[config.mk]
export PLATFORM = sky130hd
export DESIGN_NAME = ibus_sram_responder
export DESIGN_NICKNAME = d
export VERILOG_FILES = /design/src/rtl/ibus_sram_responder.sv
export SDC_FILE = /design/constraint.sdc
export NUM_CORES = 1
export LEC_CHECK = 0
export ABC_AREA = 1
export BUFFER_PORTS_ARGS = -buffer_cell sky130_fd_sc_hd__buf_2
export CAP_MARGIN = 20
export CORE_MARGIN = 5
export CORE_UTILIZATION = 41
export CTS_BUF_LIST = sky130_fd_sc_hd__clkbuf_8
export DETAILED_ROUTE_END_ITERATION = 6
export PLACE_DENSITY = 0.79
export SYNTH_ARGS = -nofsm -noshare
export SYNTH_HDL_FRONTEND = slang
export SYNTH_SLANG_ARGS = --single-unit
[constraint.sdc]
create_clock -name clk -period 1.2 [get_ports clk]
set_clock_uncertainty 0.05 [all_clocks]
set_input_delay 0.18 -clock clk [delete_from_list [all_inputs] [get_ports clk]]
set_output_delay 0.18 -clock clk [all_outputs]
set_load 0.01 [all_outputs]
[src/rtl/ibus_sram_responder.sv]
// ibus_sram_responder: ibus responder over a 1-cycle sync SRAM with LATENCY wait cycles; define IBUS_HIT_BYPASS_EN for the last-hit bypass
package ibus_pkg;
  typedef struct packed {
    logic        valid;
    logic [31:0] addr;
  } ibus_req_t;
  typedef struct packed {
    logic        addr_ok;
    logic        data_ok;
    logic [31:0] data;
  } ibus_resp_t;
endpackage

module ibus_sram_responder
  import ibus_pkg::*;
#(
  parameter int AW      = 14,
  parameter int LATENCY = 2
) (
  input  logic            clk,
  input  logic            reset,
  input  ibus_req_t       ireq,
  output ibus_resp_t      iresp,
  output logic            mem_en,
  output logic [AW-1:0]   mem_addr,
  input  logic [31:0]     mem_rdata,
  input  logic            inval
);
  typedef enum logic [1:0] {S_IDLE, S_READ, S_WAIT, S_RESP} state_t;
  state_t      state_q;
  logic [3:0]  cnt_q;
  logic [31:0] data_q;
  logic [31:0] addr_q;
  logic        accept;
  logic        hit;
  logic [31:0] hit_data;
  logic        unused;
  assign accept   = !reset && state_q == S_IDLE && ireq.valid;
  assign mem_en   = accept && !hit;
  assign mem_addr = ireq.addr[AW+1:2];
  assign iresp.addr_ok = !reset && state_q == S_IDLE;
  assign iresp.data_ok = !reset && state_q == S_RESP;
  assign iresp.data    = reset ? '0 : data_q;
`ifdef IBUS_HIT_BYPASS_EN
  logic [29:0] last_addr_q;
  logic [31:0] last_data_q;
  logic        last_valid_q;
  assign hit      = last_valid_q && ireq.addr[31:2] == last_addr_q && !inval;
  assign hit_data = last_data_q;
  assign unused   = ^{ireq.addr[1:0], addr_q[1:0]};
  // an inval in the same cycle as a record still leaves the record invalid
  always_ff @(posedge clk) begin
    if (reset) begin
      last_addr_q  <= '0;
      last_data_q  <= '0;
      last_valid_q <= 1'b0;
    end else begin
      if (state_q == S_RESP) begin
        last_addr_q <= addr_q[31:2];
        last_data_q <= data_q;
      end
      last_valid_q <= !inval && (last_valid_q || state_q == S_RESP);
    end
  end
`else
  assign hit      = 1'b0;
  assign hit_data = '0;
  assign unused   = ^{inval, addr_q, ireq.addr[1:0], ireq.addr[31:AW+2], hit_data};
`endif
  always_ff @(posedge clk) begin
    if (reset) begin
      state_q <= S_IDLE;
      cnt_q   <= '0;
      data_q  <= '0;
      addr_q  <= '0;
    end else begin
      case (state_q)
        S_IDLE: if (ireq.valid) begin
          addr_q  <= ireq.addr;
          state_q <= hit ? S_RESP : S_READ;
          if (hit) data_q <= hit_data;
        end
        S_READ: begin
          data_q  <= mem_rdata;
          cnt_q   <= 4'(LATENCY);
          state_q <= LATENCY > 0 ? S_WAIT : S_RESP;
        end
        S_WAIT: begin
          cnt_q <= cnt_q - 4'd1;
          if (cnt_q <= 4'd1) state_q <= S_RESP;
        end
        S_RESP: state_q <= S_IDLE;
        default: state_q <= S_IDLE;
      endcase
    end
  end
endmodule

==> impl_metrics.csv <==
group,metric,value,unit
power,leakagePower,1.29,nW
worst_setup_path,start_kind,"flip-flop",
worst_setup_path,cpPeakStageDelay,0.36,ns
grt,track_usage,14.1,%
layout,drive_above_1_share,55.1,%
yosys,synth-simple-area-share,12.3,%
placed_design,gp_congestion,0.734,
cts,numClockSinks,38,
timing,hold_viol,0,
die,initial_core_util,41.6,%
layout,final_common_cell,"buf_2",
timing,slew_headroom,85.6,%
cts,path_clk_slew,0.08,ns
worst_setup_path,cp.arrival,1.47,ns
timing,setup_ws,-0.135,ns
worst_setup_path,path_cells,"inv_4 > ha_1 > inv_4 > buf_4 > bufbuf_16 > a21oi_2",
yosys,synth_fa_ha_area_share,4.20,%
min_path,hold_path_depth,3,
run_status,outcome,"finished with violations",
worst_setup_path,cp_common_cell,"inv_4",
grt,antenna_found_initial,0,
timing,rsz0062_at_grt,"true",
die,die_area,6610,sq um
detailed_routing,drc,0,
worst_setup_path,timing.rr.end,"data_q[29]",
grt,grt_max_degree,36,
yosys,synth_enable_flop_cells,0,
yosys,synth-seq-area-share,36.5,%
layout,syn2layout_area_growth,30.9,%
yosys,syn_avg_cell_area,8.44,sq um
timing,setup_viol,39,
worst_setup_path,crit_slowest_cell,"dfxtp_2",
placed_design,pre_cts_ws,-0.0879,ns
yosys,syn_inst,247,
die,rows,26,
die,core_area,5010,sq um
yosys,synth_compound_area_share,27.0,%
worst_setup_path,path_delay_family,"buffers and inverters",
yosys,synth-seq-cells,38,
layout,diodes,0,
layout,mostFrequentLayoutCells,"buf_2 (68), inv_1 (39), nor2_1 (39)",
worst_setup_path,r2r_start,"state_q[1]",
detailed_routing,drt_iter0_markers,40,
layout,fin_nets,390,
die,die_w,81.3,um
grt,first_global_vias,1669,
flow_run,drv_cap,0,
power,p_total,0.00669,W
yosys,synthXorXnorAreaFrac,0,%
die,io-pin-count,117,
detailed_routing,avgRoutedWirePerCell,11.7,um
cts,cts_buffers,5,
grt,grt_overflow,0,
min_path,hold_class,"input port to flip-flop",
placed_design,placed_cell_area,2400,sq um
timing,max_slew.worst_pin.slew,0.216,ns
power,p_per_area,2450,nW/um^2
worst_setup_path,path_class,"flip-flop to flip-flop",
detailed_routing,vias_per_cell,4.46,
layout,stdcell_area,2730,sq um
yosys,yosysWarnings,0,
yosys,syn_area,2080,sq um
placed_design,port_buffers,69,
layout,fillers,501,
timing,maxSlewViolCount,0,
worst_setup_path,cp-end-kind,"flip-flop",
detailed_routing,antenna_left,0,
placed_design,dp.cells,367,
cts,htreeDepth,2,
yosys,synth_fp_nets,322,
timing,min_period,1.34,ns
yosys,synth_flop_cell,"dfxtp_1",
yosys,synth.distinct_cells,22,
worst_setup_path,reg2reg_slack,-0.14,ns
run_status,violations,"setup timing",
cts,clock_path_buffers,2,
detailed_routing,drt_wl_total,4500,um
timing,fin_crit_sh,111,%
yosys,synth_top_family_by_area,"compound AO/OA/AOI/OAI gates",
cts,cts_tree,"yes",
min_path,holdPathEnd,"data_q[0]",
detailed_routing,vias,1722,
placed_design,hpwlAfterDp,2970,um
power,ir_drop,1.41,mV
worst_setup_path,worstRegToRegCells,6,
timing,timing.fmax,749,MHz
min_path,min_from,"mem_rdata[0]",
yosys,async_reset_ff_share,0,%
die,dieHeight,81.3,um
cts,clock_latency,0.29,ns
worst_setup_path,critPathMaxFanout,8,
cts,root_buffer,"clkbuf_8",
detailed_routing,first_pass_iters,4,
layout,instances_no_fill,386,
yosys,synthMuxAreaShare,0,%
grt,grt_pass1_wl,7270,um
worst_setup_path,cp_num_buf_inv,4,
worst_setup_path,cp_num_cells,6,
cts,ctsHoldBuffers,0,
worst_setup_path,crit_required,1.33,ns
-- worst reg2reg max path: stages (launching register included) --
cell and delay [ns]:
dfxtp_2 0.36, inv_4 0.05, ha_1 0.21, inv_4 0.09, buf_4 0.14, bufbuf_16 0.28, a21oi_2 0.05
-- cell usage after synthesis (3+ instances only) --
cell type,number,area (sq um)
a21oi_1,7,35.0
nand3_1,4,20.0
inv_1,43,161
dfxtp_1,38,761
buf_2,5,25.0
buf_4,18,135
nand2_1,8,30.0
o21ai_0,4,20.0
buf_12,3,60.1
nor2_1,40,150
o21ai_2,29,254
ha_1,7,87.6
a21oi_2,29,254
-- metrics by stage --
step / setup TNS [ns] / utilization [%] / hold WS (ns)
2_1_floorplan: 0 / - / 0.288
3_3_place_gp: -0.297 / 47.9 / 0.310
3_5_place_dp: -0.870 / 47.9 / 0.310
4_1_cts: -2.28 / 53.1 / 0.0873
5_1_grt: -5.67 / 54.5 / 0.0894
6_report: -3.16 / 54.5 / 0.0934
-- kinds of logic (layout without fill, tap and decap cells) --
| group | Yosys count | in the layout |
|---|---|---|
| DFF | 38 | 38 |
| adders and majority gates | 7 | 7 |
| and+or+nand+nor | 60 | 60 |
| buffers and inverters | 73 | 142 |
| AOI/OAI and AO/OA | 69 | 69 |
-- report_power, final --
part | switching [W] | internal [W]
combinational | 0.00198 | 0.00186
sequential | 0.000187 | 0.00177
clock | 0.000437 | 0.000455
-- layout make-up --
| cell class | count | area, sq um | area share, % |
|---|---|---|---|
| clock buffer | 6 | 82.6 | 3.03 |
| clock inverter | 2 | 8.76 | 0.321 |
| inverter | 46 | 193 | 7.06 |
| multi-input combinational | 136 | 958 | 35.1 |
| sequential | 38 | 766 | 28.1 |
| tap | 70 | 87.6 | 3.21 |
| timing repair buffer | 88 | 633 | 23.2 |
-- layer usage --
layer | vias to the layer above | global-route usage, % | share of wire [%]
met5 | - | 0 | 0
met4 | 0 | 4.90 | 1.1
met3 | 7 | 3.77 | 5.8
met2 | 42 | 25.1 | 52
met1 | 781 | 16.0 | 41
li1 | 892 | - | -
-- how the worst max path moves through the flow --
| stage | startpoint | end | slack, ns |
|---|---|---|---|
| global route | state_q[1] | mem_en | -0.21 |
| global placement | state_q[1] | data_q[10] | -0.05 |
| detailed placement | state_q[1] | data_q[9] | -0.09 |
| finish | state_q[1] | data_q[29] | -0.14 |
| CTS | state_q[1] | mem_en | -0.15 |
| floorplan | state_q[0] | cnt_q[3] | 0.0003 |
-- registers in the layout, summed over array words and instances (netlist names) --
register and cells:
data_q 32, state_q 2, cnt_q 4
-- timing repair --
| item | CTS | global route |
|---|---|---|
| cloned | 3 | 2 |
| resized for setup | 13 | 6 |
| endpoints found under the setup margin | 40 | 45 |
| setup buffers | 5 | 1 |
| pin swaps | 7 | 1 |
No activity file was read; power rests on OpenSTA's default activity.
